## config.mk

```make
export PLATFORM = sky130hd
export DESIGN_NAME = hazard_ctrl_flat
export DESIGN_NICKNAME = d
export VERILOG_FILES = /design/src/rtl/hazard_ctrl_if.sv /design/src/rtl/hazard_ctrl.sv /design/src/flat_wrapper.sv
export SDC_FILE = /design/constraint.sdc
export NUM_CORES = 1
export LEC_CHECK = 0
export BUFFER_PORTS_ARGS = -buffer_cell sky130_fd_sc_hd__buf_2
export CAP_MARGIN = 15
export CORE_UTILIZATION = 27
export DETAILED_ROUTE_END_ITERATION = 12
export GPL_TIMING_DRIVEN = 1
export HOLD_SLACK_MARGIN = 0.08
export PLACE_DENSITY = 0.54
export REMOVE_ABC_BUFFERS = 1
export SKIP_LAST_GASP = 1
export SLEW_MARGIN = 20
export SYNTH_ARGS = -nofsm -noshare
export SYNTH_HDL_FRONTEND = slang
export SYNTH_SLANG_ARGS = --single-unit
```

## constraint.sdc

```tcl
create_clock -name CLK -period 1.55 [get_ports CLK]
set_input_delay 0.2325 -clock CLK [delete_from_list [all_inputs] [get_ports CLK]]
set_output_delay 0.2325 -clock CLK [all_outputs]
set_load 0.05 [all_outputs]
```

## src/rtl/hazard_ctrl_if.sv

```systemverilog
// Hazard controller bundle: ID-stage instruction info, branch resolution
// and the stall/flush/forward controls returned to the pipeline.
interface hazard_ctrl_if;
   // ID stage instruction description
   logic       id_valid;
   logic [3:0] id_rs1;
   logic [3:0] id_rs2;
   logic       id_rs1_used;
   logic       id_rs2_used;
   logic       id_WRegEn;
   logic       id_mem_to_reg;
   logic [3:0] id_WReg1;
   logic       id_multi;
   // EX stage branch resolution
   logic       br_taken;
   // Pipeline controls
   logic       pc_stall;
   logic       ifid_stall;
   logic       ifid_flush;
   logic       idex_bubble;
   logic       idex_hold;
   logic       exmem_bubble;
   logic [1:0] fwd_a_sel;
   logic [1:0] fwd_b_sel;
   logic       busy;

   // Pipeline side: describes the ID instruction, consumes controls
   modport master (
      output id_valid, id_rs1, id_rs2, id_rs1_used, id_rs2_used,
             id_WRegEn, id_mem_to_reg, id_WReg1, id_multi, br_taken,
      input  pc_stall, ifid_stall, ifid_flush, idex_bubble, idex_hold,
             exmem_bubble, fwd_a_sel, fwd_b_sel, busy
   );

   // Hazard controller side
   modport slave (
      input  id_valid, id_rs1, id_rs2, id_rs1_used, id_rs2_used,
             id_WRegEn, id_mem_to_reg, id_WReg1, id_multi, br_taken,
      output pc_stall, ifid_stall, ifid_flush, idex_bubble, idex_hold,
             exmem_bubble, fwd_a_sel, fwd_b_sel, busy
   );
endinterface

```

## src/rtl/hazard_ctrl.sv

```systemverilog
// Pipeline hazard controller for the 16-bit, 16-register core.
// A shadow scoreboard mirrors the destination info of EX, MEM and WB.
// From it and the ID instruction we derive stalls, bubbles, flushes and
// registered forwarding selects; multi-cycle EX ops are sequenced by a
// down-counter in the MC_BUSY state.
module hazard_ctrl #(
   parameter int MC_LAT   = 4,     // EX occupancy of a multi-cycle op (2..15)
   parameter bit ZERO_REG = 1'b1   // register 0 reads as zero, never forwarded
) (
   input  logic        CLK,
   input  logic        RST,
   hazard_ctrl_if.slave hz
);

   typedef enum logic [0:0] {
      ST_RUN     = 1'b0,
      ST_MC_BUSY = 1'b1
   } state_t;

   typedef struct packed {
      logic       valid;
      logic       wen;
      logic       load;
      logic [3:0] rd;
   } sb_entry_t;

   localparam sb_entry_t SB_EMPTY = 7'd0;
   localparam logic [3:0] CNT_LOAD = 4'(MC_LAT - 1);

   // True when entry e produces the register rs that the ID instruction reads.
   // allow_load=0 excludes loads (their data is not ready at the EX/MEM tap).
   function automatic logic f_match(input sb_entry_t e, input logic [3:0] rs,
                                    input logic used, input logic allow_load);
      logic zero_src;
      zero_src = ZERO_REG & (rs == 4'd0);
      f_match  = e.valid & e.wen & (e.rd == rs) & used & ~zero_src
                 & (allow_load | ~e.load);
   endfunction

   // Forward select for one operand; the nearest producing stage wins.
   function automatic logic [1:0] f_fwd_sel(input sb_entry_t ex_e,
                                            input sb_entry_t mem_e,
                                            input sb_entry_t wb_e,
                                            input logic [3:0] rs,
                                            input logic used);
      if (f_match(ex_e, rs, used, 1'b0)) begin
         f_fwd_sel = 2'b01;
      end else if (f_match(mem_e, rs, used, 1'b1)) begin
         f_fwd_sel = 2'b10;
      end else if (f_match(wb_e, rs, used, 1'b1)) begin
         // WB writes the register file before ID reads it
         f_fwd_sel = 2'b00;
      end else begin
         f_fwd_sel = 2'b00;
      end
   endfunction

   // Registered state
   state_t     r_state;
   logic [3:0] r_cnt;
   sb_entry_t  r_ex;
   sb_entry_t  r_mem;
   sb_entry_t  r_wb;
   logic [1:0] r_fwd_a;
   logic [1:0] r_fwd_b;

   // Combinational controls and next-state values
   sb_entry_t  w_id_entry;
   logic       w_load_use;
   logic [1:0] w_fwd_a;
   logic [1:0] w_fwd_b;
   logic       w_advance;
   logic       w_pc_stall;
   logic       w_ifid_stall;
   logic       w_ifid_flush;
   logic       w_idex_bubble;
   logic       w_idex_hold;
   logic       w_exmem_bubble;
   logic       w_busy;
   state_t     w_nxt_state;
   logic [3:0] w_nxt_cnt;
   sb_entry_t  w_nxt_ex;
   sb_entry_t  w_nxt_mem;
   sb_entry_t  w_nxt_wb;
   logic [1:0] w_nxt_fwd_a;
   logic [1:0] w_nxt_fwd_b;

   assign w_id_entry = {hz.id_valid, hz.id_WRegEn, hz.id_mem_to_reg, hz.id_WReg1};

   // A load in EX cannot feed the ID instruction until it reaches MEM
   assign w_load_use = hz.id_valid & r_ex.load &
                       (f_match(r_ex, hz.id_rs1, hz.id_rs1_used, 1'b1) |
                        f_match(r_ex, hz.id_rs2, hz.id_rs2_used, 1'b1));

   assign w_fwd_a = f_fwd_sel(r_ex, r_mem, r_wb, hz.id_rs1, hz.id_rs1_used);
   assign w_fwd_b = f_fwd_sel(r_ex, r_mem, r_wb, hz.id_rs2, hz.id_rs2_used);

   // Control decode and next-state for FSM, counter and scoreboard
   always_comb begin
      w_advance      = 1'b0;
      w_pc_stall     = 1'b0;
      w_ifid_stall   = 1'b0;
      w_ifid_flush   = 1'b0;
      w_idex_bubble  = 1'b0;
      w_idex_hold    = 1'b0;
      w_exmem_bubble = 1'b0;
      w_busy         = 1'b0;
      w_nxt_state    = r_state;
      w_nxt_cnt      = r_cnt;
      w_nxt_ex       = r_ex;
      w_nxt_mem      = r_mem;
      w_nxt_wb       = r_wb;
      w_nxt_fwd_a    = r_fwd_a;
      w_nxt_fwd_b    = r_fwd_b;

      case (r_state)
         ST_RUN: begin
            w_advance = 1'b1;
            if (hz.br_taken) begin
               // Wrong-path ID instruction is squashed; a pending
               // load-use stall is moot since that instruction is gone
               w_ifid_flush  = 1'b1;
               w_idex_bubble = 1'b1;
            end else if (w_load_use) begin
               w_pc_stall    = 1'b1;
               w_ifid_stall  = 1'b1;
               w_idex_bubble = 1'b1;
            end else begin
               w_idex_bubble = 1'b0;
            end
         end
         ST_MC_BUSY: begin
            w_busy = 1'b1;
            if (r_cnt != 4'd0) begin
               // Op still computing: freeze the front end, drain MEM
               w_pc_stall     = 1'b1;
               w_ifid_stall   = 1'b1;
               w_idex_hold    = 1'b1;
               w_exmem_bubble = 1'b1;
               w_nxt_cnt      = r_cnt - 4'd1;
               w_nxt_mem      = SB_EMPTY;
               w_nxt_wb       = r_mem;
            end else begin
               // Last EX cycle: result leaves and the pipe moves again
               w_advance = 1'b1;
            end
         end
         default: begin
            w_nxt_state = ST_RUN;
         end
      endcase

      if (w_advance) begin
         w_nxt_ex    = w_idex_bubble ? SB_EMPTY : w_id_entry;
         w_nxt_mem   = r_ex;
         w_nxt_wb    = r_mem;
         w_nxt_fwd_a = w_idex_bubble ? 2'b00 : w_fwd_a;
         w_nxt_fwd_b = w_idex_bubble ? 2'b00 : w_fwd_b;
         if (!w_idex_bubble && hz.id_valid && hz.id_multi) begin
            w_nxt_state = ST_MC_BUSY;
            w_nxt_cnt   = CNT_LOAD;
         end else begin
            w_nxt_state = ST_RUN;
            w_nxt_cnt   = 4'd0;
         end
      end else begin
         w_nxt_ex = r_ex;
      end
   end

   // State, counter, shadow scoreboard and forward-select registers
   always_ff @(posedge CLK) begin
      if (RST) begin
         r_state <= ST_RUN;
         r_cnt   <= 4'd0;
         r_ex    <= SB_EMPTY;
         r_mem   <= SB_EMPTY;
         r_wb    <= SB_EMPTY;
         r_fwd_a <= 2'b00;
         r_fwd_b <= 2'b00;
      end else begin
         r_state <= w_nxt_state;
         r_cnt   <= w_nxt_cnt;
         r_ex    <= w_nxt_ex;
         r_mem   <= w_nxt_mem;
         r_wb    <= w_nxt_wb;
         r_fwd_a <= w_nxt_fwd_a;
         r_fwd_b <= w_nxt_fwd_b;
      end
   end

   // Controls are forced low while reset is held, whatever the inputs do
   assign hz.pc_stall     = w_pc_stall     & ~RST;
   assign hz.ifid_stall   = w_ifid_stall   & ~RST;
   assign hz.ifid_flush   = w_ifid_flush   & ~RST;
   assign hz.idex_bubble  = w_idex_bubble  & ~RST;
   assign hz.idex_hold    = w_idex_hold    & ~RST;
   assign hz.exmem_bubble = w_exmem_bubble & ~RST;
   assign hz.busy         = w_busy         & ~RST;
   assign hz.fwd_a_sel    = r_fwd_a;
   assign hz.fwd_b_sel    = r_fwd_b;

endmodule

```

## src/flat_wrapper.sv

```systemverilog
// flat-port wrapper written by rule: the top's interface ports become plain ports
module hazard_ctrl_flat 
#(
   parameter int MC_LAT   = 4,                                                
   parameter bit ZERO_REG = 1'b1                                               
)
  (CLK, RST, hz_id_valid, hz_id_rs1, hz_id_rs2, hz_id_rs1_used, hz_id_rs2_used, hz_id_WRegEn, hz_id_mem_to_reg, hz_id_WReg1, hz_id_multi, hz_br_taken, hz_pc_stall, hz_ifid_stall, hz_ifid_flush, hz_idex_bubble, hz_idex_hold, hz_exmem_bubble, hz_fwd_a_sel, hz_fwd_b_sel, hz_busy);
  hazard_ctrl_if hz_i ();
  input  logic CLK;
  input  logic RST;
  input wire logic [$bits(hz_i.id_valid)-1:0] hz_id_valid;
  input wire logic [$bits(hz_i.id_rs1)-1:0] hz_id_rs1;
  input wire logic [$bits(hz_i.id_rs2)-1:0] hz_id_rs2;
  input wire logic [$bits(hz_i.id_rs1_used)-1:0] hz_id_rs1_used;
  input wire logic [$bits(hz_i.id_rs2_used)-1:0] hz_id_rs2_used;
  input wire logic [$bits(hz_i.id_WRegEn)-1:0] hz_id_WRegEn;
  input wire logic [$bits(hz_i.id_mem_to_reg)-1:0] hz_id_mem_to_reg;
  input wire logic [$bits(hz_i.id_WReg1)-1:0] hz_id_WReg1;
  input wire logic [$bits(hz_i.id_multi)-1:0] hz_id_multi;
  input wire logic [$bits(hz_i.br_taken)-1:0] hz_br_taken;
  output wire logic [$bits(hz_i.pc_stall)-1:0] hz_pc_stall;
  output wire logic [$bits(hz_i.ifid_stall)-1:0] hz_ifid_stall;
  output wire logic [$bits(hz_i.ifid_flush)-1:0] hz_ifid_flush;
  output wire logic [$bits(hz_i.idex_bubble)-1:0] hz_idex_bubble;
  output wire logic [$bits(hz_i.idex_hold)-1:0] hz_idex_hold;
  output wire logic [$bits(hz_i.exmem_bubble)-1:0] hz_exmem_bubble;
  output wire logic [$bits(hz_i.fwd_a_sel)-1:0] hz_fwd_a_sel;
  output wire logic [$bits(hz_i.fwd_b_sel)-1:0] hz_fwd_b_sel;
  output wire logic [$bits(hz_i.busy)-1:0] hz_busy;
  assign hz_i.id_valid = hz_id_valid;
  assign hz_i.id_rs1 = hz_id_rs1;
  assign hz_i.id_rs2 = hz_id_rs2;
  assign hz_i.id_rs1_used = hz_id_rs1_used;
  assign hz_i.id_rs2_used = hz_id_rs2_used;
  assign hz_i.id_WRegEn = hz_id_WRegEn;
  assign hz_i.id_mem_to_reg = hz_id_mem_to_reg;
  assign hz_i.id_WReg1 = hz_id_WReg1;
  assign hz_i.id_multi = hz_id_multi;
  assign hz_i.br_taken = hz_br_taken;
  assign hz_pc_stall = hz_i.pc_stall;
  assign hz_ifid_stall = hz_i.ifid_stall;
  assign hz_ifid_flush = hz_i.ifid_flush;
  assign hz_idex_bubble = hz_i.idex_bubble;
  assign hz_idex_hold = hz_i.idex_hold;
  assign hz_exmem_bubble = hz_i.exmem_bubble;
  assign hz_fwd_a_sel = hz_i.fwd_a_sel;
  assign hz_fwd_b_sel = hz_i.fwd_b_sel;
  assign hz_busy = hz_i.busy;
  hazard_ctrl #(.MC_LAT(MC_LAT), .ZERO_REG(ZERO_REG)) u_core (.CLK(CLK), .RST(RST), .hz(hz_i));
endmodule
```

**After elaboration in Yosys (flattened, before gate mapping)**

Cells that the tools add are included.

- Bits in registers: 22
- Output and inout port bits: 11
- Word-level logic and storage cells: 81
- Input port bits: 21

- Add/sub/neg operators: 1
- Equal/unequal tests: 4
- Mux-type cells: 27
- Bitwise logic cells: 29
- Reductions and logical operators: 9

Operator list:

| kind | number |
|---|---|
| $mux W7 | 4 |
| $and A1 B1 Y1 | 23 |
| $eq A4 B4 Y1 | 4 |
| $mux W2 | 7 |
| $mux W4 | 3 |
| $mux W1 | 11 |
| $logic_not A4 Y1 | 2 |
| $not A1 Y1 | 5 |
| $pmux W1 S2 | 2 |
| $reduce_bool A2 Y1 | 2 |
| $reduce_bool A4 Y1 | 1 |
| $sub A4 B1 Y4 const B | 1 |
| $logic_and A1 B1 Y1 | 2 |
| $reduce_and A2 Y1 | 1 |
| $logic_not A1 Y1 | 1 |
| $or A1 B1 Y1 | 1 |

**Depth between registers and ports, before layout**

Gate-level depths: netlist of run 1.

- Word-level depth: 14
- Gate-level depth with buffers: 7
- Gate-level depth less buffers: 7

**Least setup slack after synthesis of run 1**

Ideal clock, no wire load.

- Path kind: reg-to-output
- From: reg u_core.r_ex[0] (netlist bit)
- To: out hz_pc_stall
- Data arrival time: 2.584 ns
- Path slack: -1.266 ns
- Data required time: 1.317 ns
- Path buffers: 1
- Stages on the path, launching flop included: 6
- Cell sequence: dfxtp_1 -> xnor2_1 -> nand4_1 -> o32a_2 -> o21ai_0 -> buf_4

- Longest elaborated chain between the ends: 10
- Elaborated cells on any way between the ends: 14
- Those cells by class: eq/ne: 2; mux: 3; bitwise: 9

Ends and longest elaborated chain:

| element | RTL line | RTL |
|---|---|---|
| from (decl) | hazard_ctrl.sv:61 | `sb_entry_t r_ex;` |
| from (signal assigned) | hazard_ctrl.sv:184 | `r_ex <= w_nxt_ex;` |
| $eq A4 B4 Y1 | hazard_ctrl.sv:36 | `f_match = e.valid & e.wen & (e.rd == rs) & used & ~zero_src` |
| $and A1 B1 Y1 (3 in a row) | hazard_ctrl.sv:36 |  |
| $or A1 B1 Y1 (*) | hazard_ctrl.sv:92 | `(f_match(r_ex, hz.id_rs1, hz.id_rs1_used, 1'b1) \|` |
| $and A1 B1 Y1 (*) | hazard_ctrl.sv:91 | `assign w_load_use = hz.id_valid & r_ex.load &` |
| $mux W1 (*) (2 in a row) | - |  |
| $pmux W1 S2 (*) | - |  |
| $and A1 B1 Y1 (*) | - |  |
| to (decl) | flat_wrapper.sv:21 | `output wire logic [$bits(hz_i.pc_stall)-1:0] hz_pc_stall;` |

Mark *: on every way between the ends. The rest lies on a longest branch, timed or not.

**Worst setup path after layout of run 1**

- From: reg u_core.r_ex[2] (netlist bit)
- To: out hz_idex_bubble

- Longest elaborated chain between the ends: 10
- Elaborated cells on any way between the ends: 14
- Those cells by class: eq/ne: 2; mux: 3; bitwise: 9

Ends and longest elaborated chain:

| element | RTL line | RTL |
|---|---|---|
| $eq A4 B4 Y1 | hazard_ctrl.sv:36 |  |
| $and A1 B1 Y1 (3 in a row) | hazard_ctrl.sv:36 |  |
| $or A1 B1 Y1 (*) | hazard_ctrl.sv:92 |  |
| $and A1 B1 Y1 (*) | hazard_ctrl.sv:91 |  |
| $mux W1 (*) | hazard_ctrl.sv:124 | `end else if (w_load_use) begin` |
| $mux W1 (*) | hazard_ctrl.sv:119 | `if (hz.br_taken) begin` |
| $mux W1 (*) | hazard_ctrl.sv:116 | `case (r_state)` |
| $and A1 B1 Y1 (*) | hazard_ctrl.sv:196 | `assign hz.idex_bubble = w_idex_bubble & ~RST;` |
| to (decl) | flat_wrapper.sv:24 | `output wire logic [$bits(hz_i.idex_bubble)-1:0] hz_idex_bubble;` |

Marks and branches as above.

==> metrics.log, run 1 <==
[metrics] Final Wtd Congestion: 0.914
[metrics] slew of the pin with the lowest slew margin: 0.332 ns
[metrics] critical path data required time: approximately 1.3 ns
[metrics] synthesized area: 0.00111 mm²
[metrics] critical path launch point type: flop
[metrics] full die area: approximately 0.0044 mm²
[metrics] Pwr per Cell Area: 677 mW/mm²
[metrics] cell type with the highest aggregate area in the netlist: dfxtp_1
[metrics] Final WS setup: -0.453 ns
[metrics] data arrival time of the critical path: 1.77 ns
[metrics] wire length of the first global-routing pass: between 5000 and 6000 µm
[metrics] clock buffer count from CTS: 3
[metrics] worst hold path depth: 3
[metrics] max cap viols: 0
[metrics] first-pass iteration count of the detailed router: 4
[metrics] initial standard-cell utilization of the core: 29.2%
[metrics] area overhead of the layout relative to synthesis: 71.1%
[metrics] startpoint of the lowest-slack register-to-register path: u_core.r_cnt[1]
[metrics] clock transition at the register clock pins on the worst setup and hold paths after CTS: 0.08 ns
[metrics] setup slack of the worst register-to-register path: -0.19 ns
[metrics] sequential-to-total area share from yosys stat: 39.7%
[metrics] Die Wd: 66.1 µm
[metrics] worst setup path endpoint: hz_idex_bubble
[metrics] global route overflow: 0
[metrics] Num Clock Sinks: 22
[metrics] share of synthesized registers carrying an async set or reset: 0%
[metrics] launching element of the worst setup path: u_core.r_ex[2]
[metrics] Core Box Area: 0.00380 mm²
[metrics] largest driver fanout on the critical path: 4
[metrics] final core utilization: 49.9%
[metrics] latest clock arrival within the worst-skew pair: 0.26 ns
[metrics] status: finished with violations
[metrics] buffers added on ports: 31
[metrics] post-placement cell area: roughly 0.0016 mm²
[metrics] starting DRC count in detailed routing: 30
[metrics] number of endpoints failing setup at the final stage: 25
[metrics] type of element capturing the critical path: output port
[metrics] clock root buffer: clkbuf_8
[metrics] count of filler cells inserted in the layout: 353
[metrics] ratio of cells with drive above 1 in the final layout: 61.6%
[metrics] number of instances in the synthesized netlist: 118
[metrics] class of the tightest hold or removal check: in -> reg
[metrics] syn_area_per_cell: roughly 9.4 µm²
[metrics] most repeated cell in the gate-level netlist after synthesis: dfxtp_1
[metrics] Multi-input gate area: 793 µm²
[metrics] setup skew after layout: 0.000674 ns
[metrics] total detailed-routing wirelength: 3270 µm
[metrics] initial antenna violation count: 0
[metrics] CTS tree: yes
[metrics] number of nets in the layout: 214
[metrics] pin count of the biggest net entering global routing: 13
[metrics] ys flop type: dfxtp_1
[metrics] count of boundary I/O pins: 32
[metrics] sum of net half-perimeters after detailed placement: 2430 µm
[metrics] Synth warnings: 0
[metrics] vias: 1,112
[metrics] Seq. cell area: around 450 µm²
[metrics] critical path class: reg -> out
[metrics] highest achievable clock rate: 0.499 GHz
[metrics] GRT Total Usage: ~15%
[metrics] final hold vios: 0
[metrics] cells on worst reg2reg path: 8
[metrics] setup TNS after final layout: -4.04 ns
[metrics] Yosys reg bits: 22
[metrics] average wire length per cell after detail routing: 13.7 µm
[metrics] fraction of post-synthesis cell area in the top cell type by area: approximately two fifths
[metrics] normalized max-slew margin: between 70% and 80%
[metrics] maximum root-to-sink buffer count: 2
[metrics] Leak: 0.860 nW
[metrics] Die Span Y: ~66 µm
[metrics] Via density: 4.67
[metrics] VDD IR-drop max: 0.409 mV
[metrics] Synth cell types: 32
[metrics] number of nets with antenna violations after detailed routing: 0
[metrics] Finished Cell Area: 0.00190 mm²
[metrics] EDFF count, synth: 0
[metrics] number of inserted diodes: 0
[metrics] # DRC: 0
[metrics] minimum period implied by the final worst setup slack: between 2 and 2.5 ns
[metrics] via count of the first global-routing pass: ~1,200
[metrics] most frequent cells after synthesis: dfxtp_1 (22), nand2_1 (14), xnor2_1 (14), o21ai_0 (7)
[metrics] unrepaired setup endpoints after global routing: yes
[metrics] top post-synthesis cells by area: dfxtp_1 (40%), xnor2_1 (11%), nand2_1 (4.7%), and2_1 (3.4%), o21ai_0 (3.2%)
[metrics] total power consumption of the routed design: ~0.0013 W
[metrics] Period Utilization, post-route: 129%
[metrics] violated checks: setup timing
[metrics] total count of max-transition violations in the final report: 0
[metrics] reg-to-reg endpoint: u_core.r_ex[6]
[metrics] total number of placement rows: 22
[metrics] maximum level of the CTS H-tree: 1
[metrics] hold slack: ~0.21 ns
## how the worst min path moves through the flow
stage / start / endpoint / slack, ns
after floorplan: RST / u_core.r_ex[0] / 0.31
after global placement: u_core.hz.fwd_b_sel[1] / u_core.hz.fwd_b_sel[1] / 0.45
after detailed placement: u_core.hz.fwd_a_sel[1] / u_core.hz.fwd_a_sel[1] / 0.45
after CTS: hz_id_WReg1[1] / u_core.r_ex[1] / 0.20
after global routing: hz_id_WReg1[2] / u_core.r_ex[2] / 0.21
final: hz_id_WReg1[3] / u_core.r_ex[3] / 0.21
## stage by stage
| stage | worst slack [ns] | std cells |
|---|---|---|
| after floorplan | -1.85 | 115 |
| after global placement | -0.313 | 229 |
| after detailed placement | -0.395 | 229 |
| after CTS | -0.436 | 236 |
| after global routing | -0.527 | 238 |
| final | -0.453 | 238 |
## critical path, stage by stage, from the launching register on
cell and delay (ns):
dfxtp_2 0.33, buf_4 0.14, xnor2_1 0.17, nand4_1 0.17, o32a_4 0.28, a211oi_2 0.22, buf_6 0.19
## layer usage
metal  track usage, %  share of wire [%]
met3             3.79                4.7
met4             3.46               0.77
met1             16.1                 41
met2             30.2                 54
met5                0                  0
## logic make-up (layout without fill, tap and decap cells)
family                   Yosys count  after routing  share of synthesized area, %
adder cells (fa/ha/maj)            2              2                          2.26
AO/OA/AOI/OAI                     24             24                          18.5
buffers and inverters              7             79                          3.39
multiplexers                       2              2                          1.81
flip-flops                        22             22                          39.7
XOR/XNOR                          18             18                          14.2
AND/OR/NAND/NOR                   43             43                          20.1
## power by group
part | total, W | internal [W] | switching (W) | leakage, nW
Combinational | 0.000275 | 0.000146 | 0.000129 | 0.649
Clock | 0.000413 | 0.000226 | 0.000186 | 0.0288
Sequential | 0.000596 | 0.000583 | 0.0000134 | 0.182
Total | 0.00128 | 0.000955 | 0.000329 | 0.860
## flip-flops by register name, indices dropped and copies added (netlist names)
register	flops
u_core.r_mem	6
u_core.r_cnt	4
u_core.r_ex	7
u_core.hz.fwd_a_sel	2
u_core.hz.fwd_b_sel	2
u_core.r_state	1
## what timing repair did
item / 4_1_cts / 5_1_grt
setup endpoints to repair: 25 / 25
resized for setup: 51 / 17
hold buffers: 0 / 0
pin swaps: 21 / 9
buffers inserted: 3 / 2
## final cells by class
type                       count  area share [%]
inverter                       4            1.06
clock buffer                   4            2.90
timing repair buffer          71            27.4
multi-input combinational     89            41.8
tap                           48            3.17
sequential                    22            23.6
## placed cells by master, fill, tap and decap left out, drive strengths merged, types with 3 or more instances in the layout
cell type / n
a32o: 3
and2: 6
buf: 71
clkbuf: 4
dfxtp: 22
inv: 4
nand2: 14
nand4: 3
nor2: 6
nor3: 6
o2111ai: 3
o21ai: 8
xnor2: 14
xor2: 4
Power figures use the tool's default switching activity.
==> inputs of run 2 (changes only) <==
--- a/config.mk
+++ b/config.mk
@@ -7,11 +7,11 @@
 export LEC_CHECK = 0
 export BUFFER_PORTS_ARGS = -buffer_cell sky130_fd_sc_hd__buf_2
 export CAP_MARGIN = 15
-export CORE_UTILIZATION = 27
+export CORE_UTILIZATION = 45
 export DETAILED_ROUTE_END_ITERATION = 12
-export GPL_TIMING_DRIVEN = 1
+export GPL_TIMING_DRIVEN = 0
 export HOLD_SLACK_MARGIN = 0.08
-export PLACE_DENSITY = 0.54
+export PLACE_DENSITY = 0.79
 export REMOVE_ABC_BUFFERS = 1
 export SKIP_LAST_GASP = 1
 export SLEW_MARGIN = 20
==> run 2 against run 1 <==
The flow still finishes with violations (setup timing). Largest cell class unchanged. Critical path type unchanged. Final area down 12%. Clock power shrank 21%. Maximum frequency fell by 5.1%. First-iteration DRC count is 37% lower. Via count down 0.18%. Global-route usage rose by 9.1 points. Combinational power shrank 16%.
==> metrics.log, run 2 (same netlist as run 1, synthesis figures left out) <==
[metrics] power dissipated by switching net loads: approximately 0.00032 W
[metrics] pin count of the biggest net entering global routing: 13
[metrics] area overhead of the layout relative to synthesis: 50.6%
[metrics] vias: 1,110
[metrics] count of filler cells inserted in the layout: approximately 150
[metrics] clock transition at the register clock pins on the worst setup and hold paths after CTS: roughly 0.12 ns
[metrics] starting DRC count in detailed routing: 19
[metrics] VDD IR-drop max: a little under 0.7 mV
[metrics] # DRC: 0
[metrics] number of nets with antenna violations after detailed routing: 0
[metrics] via count of the first global-routing pass: 1,037
[metrics] average wire length per cell after detail routing: 17.7 µm
[metrics] GRT Total Usage: 24.5%
[metrics] total count of max-transition violations in the final report: 0
[metrics] buffers added on ports: 31
[metrics] switching power share of the total: 27.9%
[metrics] part of the power in combinational logic: 19.9%
[metrics] internal power: 0.000837 W
[metrics] Die Wd: 51.6 µm
[metrics] latest clock arrival within the worst-skew pair: approximately 0.32 ns
[metrics] Die Span Y: 51.6 µm
[metrics] normalized max-slew margin: 45.3%
[metrics] ratio of cells with drive above 1 in the final layout: between 50% and 60%
[metrics] class of the tightest hold or removal check: in -> reg
[metrics] register bank with the most flops: u_core.r_ex
[metrics] Post-Place Cells: 174
[metrics] initial standard-cell utilization of the core: 48.7%
[metrics] global route overflow: 0
[metrics] Finished Cell Area: approximately 0.0017 mm²
[metrics] wire length of the first global-routing pass: around 4700 µm
[metrics] sum of net half-perimeters after detailed placement: 1910 µm
[metrics] most used cells in the layout excluding fill and tap cells: buf_2 (25), xnor2_1 (12), dfxtp_1 (12)
[metrics] Leak: 0.710 nW
[metrics] critical path data required time: 1.32 ns
[metrics] critical path launch point type: flop
[metrics] setup skew after layout: 0.00683 ns
[metrics] total number of placement rows: 17
[metrics] clock buffer count from CTS: 3
[metrics] full die area: 0.00267 mm²
[metrics] violated checks: setup timing
[metrics] unrepaired setup endpoints after global routing: yes
[metrics] minimum period implied by the final worst setup slack: approximately 2.1 ns
[metrics] Num Clock Sinks: 22
[metrics] Final WS setup: -0.561 ns
[metrics] total detailed-routing wirelength: 3430 µm
[metrics] Clk pwr share: 28.2%
[metrics] clock root buffer: clkbuf_4
[metrics] CTS tree: yes
[metrics] Period Utilization, post-route: 136%
[metrics] number of nets in the layout: 190
[metrics] type of element capturing the critical path: output port
[metrics] maximum level of the CTS H-tree: 1
[metrics] Via density: 5.72
[metrics] largest driver fanout on the critical path: 5
[metrics] data arrival time of the critical path: approximately 1.9 ns
[metrics] flip-flop count of the largest register, all copies and words added: 7
[metrics] first-pass iteration count of the detailed router: 4
[metrics] slew of the pin with the lowest slew margin: 0.809 ns
[metrics] Core Box Area: between 0.002 and 0.0025 mm²
[metrics] final hold vios: 0
[metrics] Pwr per Cell Area: roughly 700 mW/mm²
[metrics] Final Wtd Congestion: 0.824
[metrics] maximum root-to-sink buffer count: 2
[metrics] sequential share of power: 51.9%
[metrics] post-placement cell area: about 0.0013 mm²
[metrics] max cap viols: 0
[metrics] number of endpoints failing setup at the final stage: 25
[metrics] highest achievable clock rate: 0.474 GHz
[metrics] critical path class: reg -> out
[metrics] initial antenna violation count: 0
[metrics] most frequent standard cell in the layout excluding fill and tap cells: buf_2
[metrics] number of inserted diodes: 0
[metrics] status: finished with violations
[metrics] count of boundary I/O pins: 32
[metrics] Finished Layout Cells: 194
[metrics] Regs by FF count: u_core.r_ex (7), u_core.r_mem (6), u_core.r_cnt (4)
-- run 2: changes by cell type in the layout (fill, tap and decap cells not counted), moves of 2 or more --
| cell | delta |
|---|---|
| buf_4 | -23 |
| dfxtp_1 | -4 |
| o21ai_1 | +4 |
| o21ai_2 | -4 |
| clkbuf_4 | +3 |
| clkbuf_8 | -3 |
| dfxtp_4 | +3 |
| xnor2_1 | +3 |
| xnor2_2 | -3 |
| buf_6 | -2 |
-- run 2: final cells by class --
| class | instances | area [µm²] | area share [%] |
|---|---|---|---|
| inverters | 4 | 22.5 | 1.35 |
| flip-flops and latches | 22 | 460 | 27.6 |
| well taps | 28 | 35.0 | 2.10 |
| clock buffers | 4 | 36.3 | 2.17 |
| repair buffers | 47 | 355 | 21.3 |
| multi-input cells | 89 | 759 | 45.5 |
-- run 2: path summary, 6_finish.rpt --
path / cells past startpoint / from / to / slack (ns)
setup / recovery: 5 / u_core.r_ex[5] / hz_idex_bubble / -0.56
hold / removal: 3 / hz_id_WReg1[1] / u_core.r_ex[1] / 0.13
setup reg to reg: 8 / u_core.r_cnt[1] / u_core.hz.fwd_a_sel[1] / -0.39
hold reg to reg: 1 / u_core.hz.fwd_a_sel[0] / u_core.hz.fwd_a_sel[0] / 0.48
-- run 2: critical path, cell delays in order (launching register included) --
cell,delay (ns)
dfxtp_4,0.40
nand4_1,0.16
or2_2,0.35
o32a_4,0.22
a211oi_2,0.24
buf_6,0.19
-- run 2: repair_timing --
action / 4_1_cts / 5_1_grt
pin swaps: 13 / 12
buffers inserted: 10 / 6
cloned: 0 / 0
setup endpoints to repair: 26 / 26
hold buffers: 0 / 0
resized for setup: 53 / 17
-- run 2: through the flow --
stage	util [%]	power (W)	hold slack (ns)	setup TNS, ns	setup slack [ns]
finish	73.3	0.00116	0.133	-7.16	-0.561
global route	73.3	0.00121	0.120	-8.27	-0.605
CTS	67.9	0.00112	0.125	-5.26	-0.485
detailed placement	56.1	0.000767	0.456	-5.09	-0.348
global placement	56.1	0.000759	0.437	-4.16	-0.345
floorplan	-	0.000704	0.312	-15.06	-1.85
-- run 2: per-layer routing --
| metal | routed length, µm | vias to the layer above | global-route usage, % |
|---|---|---|---|
| met5 | 0 | - | 0 |
| met4 | 126 | 0 | 12.2 |
| met3 | 182 | 13 | 7.60 |
| met2 | 1790 | 48 | 42.9 |
| met1 | 1330 | 537 | 26.3 |
| li1 | - | 512 | - |
-- run 2: power by group through the flow --
stage	clock, W	sequential [W]	combinational, W
after floorplan	0	0.000609	0.0000948
after global placement	0	0.000612	0.000147
after detailed placement	0	0.000613	0.000154
after CTS	0.000325	0.000603	0.000193
after global routing	0.000361	0.000605	0.000244
final	0.000327	0.000603	0.000231
==> inputs of run 3 (changes only) <==
--- a/config.mk
+++ b/config.mk
@@ -5,9 +5,10 @@
 export SDC_FILE = /design/constraint.sdc
 export NUM_CORES = 1
 export LEC_CHECK = 0
+export ABC_AREA = 1
 export BUFFER_PORTS_ARGS = -buffer_cell sky130_fd_sc_hd__buf_2
 export CAP_MARGIN = 15
-export CORE_UTILIZATION = 45
+export CORE_UTILIZATION = 46
 export DETAILED_ROUTE_END_ITERATION = 12
 export GPL_TIMING_DRIVEN = 0
 export HOLD_SLACK_MARGIN = 0.08
==> run 3 against run 2 <==
The flow still finishes with violations (setup timing). Synthesized cell count up 59%. Clock-buffer cell count down 1. Non-clock buffer count shrank 3. Core utilization shrank 6.4 points. First-iteration DRC count rose by 63%. Global-route usage fell by 1.9 points. Flip-flop and latch count did not move. Setup slack improved by 0.27 ns. Largest power group unchanged. Highest routed layer unchanged.
==> metrics.log, run 3 <==
[metrics] status: finished with violations
[metrics] violated checks: setup timing
[metrics] setup skew after layout: roughly 0.0035 ns
[metrics] number of endpoints failing setup at the final stage: 7
[metrics] syn_area_per_cell: 6.31 µm²
[metrics] Synth cell types: 21
[metrics] number of nets in the layout: 255
[metrics] highest achievable clock rate: around 0.54 GHz
[metrics] latest clock arrival within the worst-skew pair: about 0.3 ns
[metrics] full die area: around 0.0028 mm²
[metrics] sequential-to-total area share from yosys stat: 37.1%
[metrics] most used cells in the layout excluding fill and tap cells: nand2_1 (56), buf_2 (26), nor2_1 (25)
[metrics] clock root buffer: clkbuf_4
[metrics] slew of the pin with the lowest slew margin: around 0.43 ns
[metrics] Die Span Y: 52.8 µm
[metrics] synthesized area: about 0.0012 mm²
[metrics] top post-synthesis cells by area: dfxtp_1 (37%), nand2_1 (20%), nor2_1 (9.5%), inv_1 (8.2%), nand3_1 (5.5%)
[metrics] number of inserted diodes: 0
[metrics] Num Clock Sinks: 22
[metrics] register bank with the most flops: u_core.r_ex
[metrics] max cap viols: 0
[metrics] buffers added on ports: 31
[metrics] total count of max-transition violations in the final report: 0
[metrics] ratio of cells with drive above 1 in the final layout: 36.5%
[metrics] GRT Total Usage: 22.6%
[metrics] initial antenna violation count: 0
[metrics] first-pass iteration count of the detailed router: 4
[metrics] Via density: 4.93
[metrics] total power consumption of the routed design: 0.00104 W
[metrics] unrepaired setup endpoints after global routing: yes
[metrics] largest family of logic cells by synthesized area: simple AND/OR/NAND/NOR gates
[metrics] wire length of the first global-routing pass: 4620 µm
[metrics] most frequent standard cell in the layout excluding fill and tap cells: nand2_1
[metrics] critical path launch point type: flop
[metrics] Synth Area in Compound Gates: around 4.2%
[metrics] global route overflow: 0
[metrics] count of boundary I/O pins: 32
[metrics] hold slack: 0.148 ns
[metrics] initial standard-cell utilization of the core: 48.3%
[metrics] Final WS setup: -0.289 ns
[metrics] Core Box Area: 0.00245 mm²
[metrics] data arrival time of the critical path: 1.61 ns
[metrics] worst hold path depth: 3
[metrics] Post-CTS Hold Fix Bufs: 0
[metrics] maximum root-to-sink buffer count: 2
[metrics] flip-flop count of the largest register, all copies and words added: 7
[metrics] final hold vios: 0
[metrics] most frequent cells after synthesis: nand2_1 (63), nor2_1 (30), inv_1 (26), dfxtp_1 (22), nand3_1 (13)
[metrics] most repeated cell in the gate-level netlist after synthesis: nand2_1
[metrics] ys flop type: dfxtp_1
[metrics] vias: between 1,000 and 1,500
[metrics] Die Wd: 52.8 µm
[metrics] critical path class: reg -> out
[metrics] Regs by FF count: u_core.r_ex (7), u_core.r_mem (6), u_core.r_cnt (4)
[metrics] fraction of post-synthesis cell area in the top cell type by area: 37.1%
[metrics] share of synthesized registers carrying an async set or reset: 0%
[metrics] area overhead of the layout relative to synthesis: 38.6%
[metrics] critical path data required time: 1.32 ns
[metrics] Yosys reg bits: 22
[metrics] VDD IR-drop max: 0.526 mV
[metrics] cells on worst reg2reg path: 14
[metrics] synthesized-area fraction occupied by and/or/nand/nor cells: 39.1%
[metrics] largest driver fanout on the critical path: 2
[metrics] share of the synthesized netlist area taken by xor and xnor gates: 5.17%
[metrics] normalized max-slew margin: 70.8%
[metrics] clock transition at the register clock pins on the worst setup and hold paths after CTS: between 0.1 and 0.15 ns
[metrics] worst slack at placement: -0.779 ns
[metrics] setup TNS after final layout: -1.14 ns
[metrics] minimum period implied by the final worst setup slack: 1.84 ns
[metrics] total detailed-routing wirelength: 3020 µm
[metrics] Synth warnings: 0
[metrics] sum of net half-perimeters after detailed placement: 1930 µm
[metrics] average wire length per cell after detail routing: 11.6 µm
[metrics] class of the tightest hold or removal check: in -> reg
[metrics] Period Utilization, post-route: 119%
[metrics] type of element capturing the critical path: output port
[metrics] via count of the first global-routing pass: approximately 1,100
[metrics] pin count of the biggest net entering global routing: 12
[metrics] clock buffer count from CTS: 3
[metrics] CTS tree: yes
[metrics] Final Wtd Congestion: ~0.87
[metrics] Pwr per Cell Area: between 600 and 700 mW/mm²
[metrics] maximum level of the CTS H-tree: 1
[metrics] post-placement cell area: 0.00134 mm²
[metrics] number of nets with antenna violations after detailed routing: 0
[metrics] Leak: 0.867 nW
[metrics] total number of placement rows: 18
[metrics] # DRC: 0
[metrics] starting DRC count in detailed routing: 31
[metrics] multiplexer fraction of the synthesized cell area: 0%
[metrics] EDFF count, synth: 0
[metrics] adder and majority cell fraction of the synthesized area: 2.11%
[metrics] cell type with the highest aggregate area in the netlist: dfxtp_1
[metrics] number of instances in the synthesized netlist: 188
[metrics] Finished Cell Area: 0.00164 mm²
==> run 3: cell count changes in the layout (fill, tap and decap cells not counted), sizes merged, moves of 3 or more <==
cell and change:
nor3 -3, nor2 +24, nand4 -3, buf -3, a32o -3, inv +25
nand2 +51, and2 -6, xnor2 -9, nand3 +13
==> run 3: what timing repair did <==
item,4_1_cts,5_1_grt
hold endpoints to repair,0,0
buffers inserted,65,4
pin swaps,14,9
gates resized for setup,45,16
endpoints found under the setup margin,19,19
==> run 3: layout make-up <==
| cell class | instances | area (µm²) |
|---|---|---|
| Fill cell | 214 | 811 |
| Inverter | 29 | 109 |
| Tap cell | 30 | 37.5 |
| Multi-Input combinational cell | 132 | 709 |
| Sequential cell | 22 | 455 |
| Timing Repair Buffer | 44 | 310 |
| Clock buffer | 3 | 22.5 |
==> run 3: kinds of logic after synthesis <==
group / Yosys count
buffers and inverters: 34
adder cells (fa/ha/maj): 2
AND/OR/NAND/NOR: 114
flip-flops: 22
AO/OA/AOI/OAI: 9
XOR/XNOR: 7
==> run 3: worst max-delay path, cell delays in order, from the launching register on <==
cell and delay (ns):
dfxtp_2 0.35, nand2_2 0.07, nor2_2 0.09, nand2_1 0.07, nor2_2 0.11, nand2_2 0.08, nand2_2 0.10, nand2_4 0.07
nand2_4 0.06, nand2_4 0.06, nor2_4 0.08, buf_6 0.16
==> run 3: worst paths after layout <==
path	from	endpoint	slack [ns]
min reg2reg	u_core.hz.fwd_a_sel[0]	u_core.hz.fwd_a_sel[0]	0.45
max	u_core.r_ex[6]	hz_idex_bubble	-0.29
max reg2reg	u_core.r_ex[6]	u_core.hz.fwd_a_sel[1]	-0.11
min	hz_id_WReg1[3]	u_core.r_ex[3]	0.15
==> run 3: where the power goes <==
part	internal, W	total, W	leakage, nW	switching (W)
clock network	0.0000907	0.000256	0.0138	0.000165
registers	0.000582	0.000599	0.183	0.0000168
logic	0.0000756	0.000190	0.670	0.000114
total	0.000748	0.00104	0.867	0.000296
==> run 3: per-layer routing <==
metal  GRT usage, %  part of all wire, %  vias up
li1               -                    -      656
met1           30.4                   45      582
met2           37.8                   48       35
met3           2.03                  4.5        8
met4           6.58                  2.3        0
met5              0                    0        -
==> run 3: through the flow <==
stage | util [%] | instances
6_report | 67.0 | 260
5_1_grt | 67.0 | 260
4_1_cts | 64.6 | 259
3_5_place_dp | 54.7 | 244
3_3_place_gp | 54.7 | 244
2_1_floorplan | - | 183
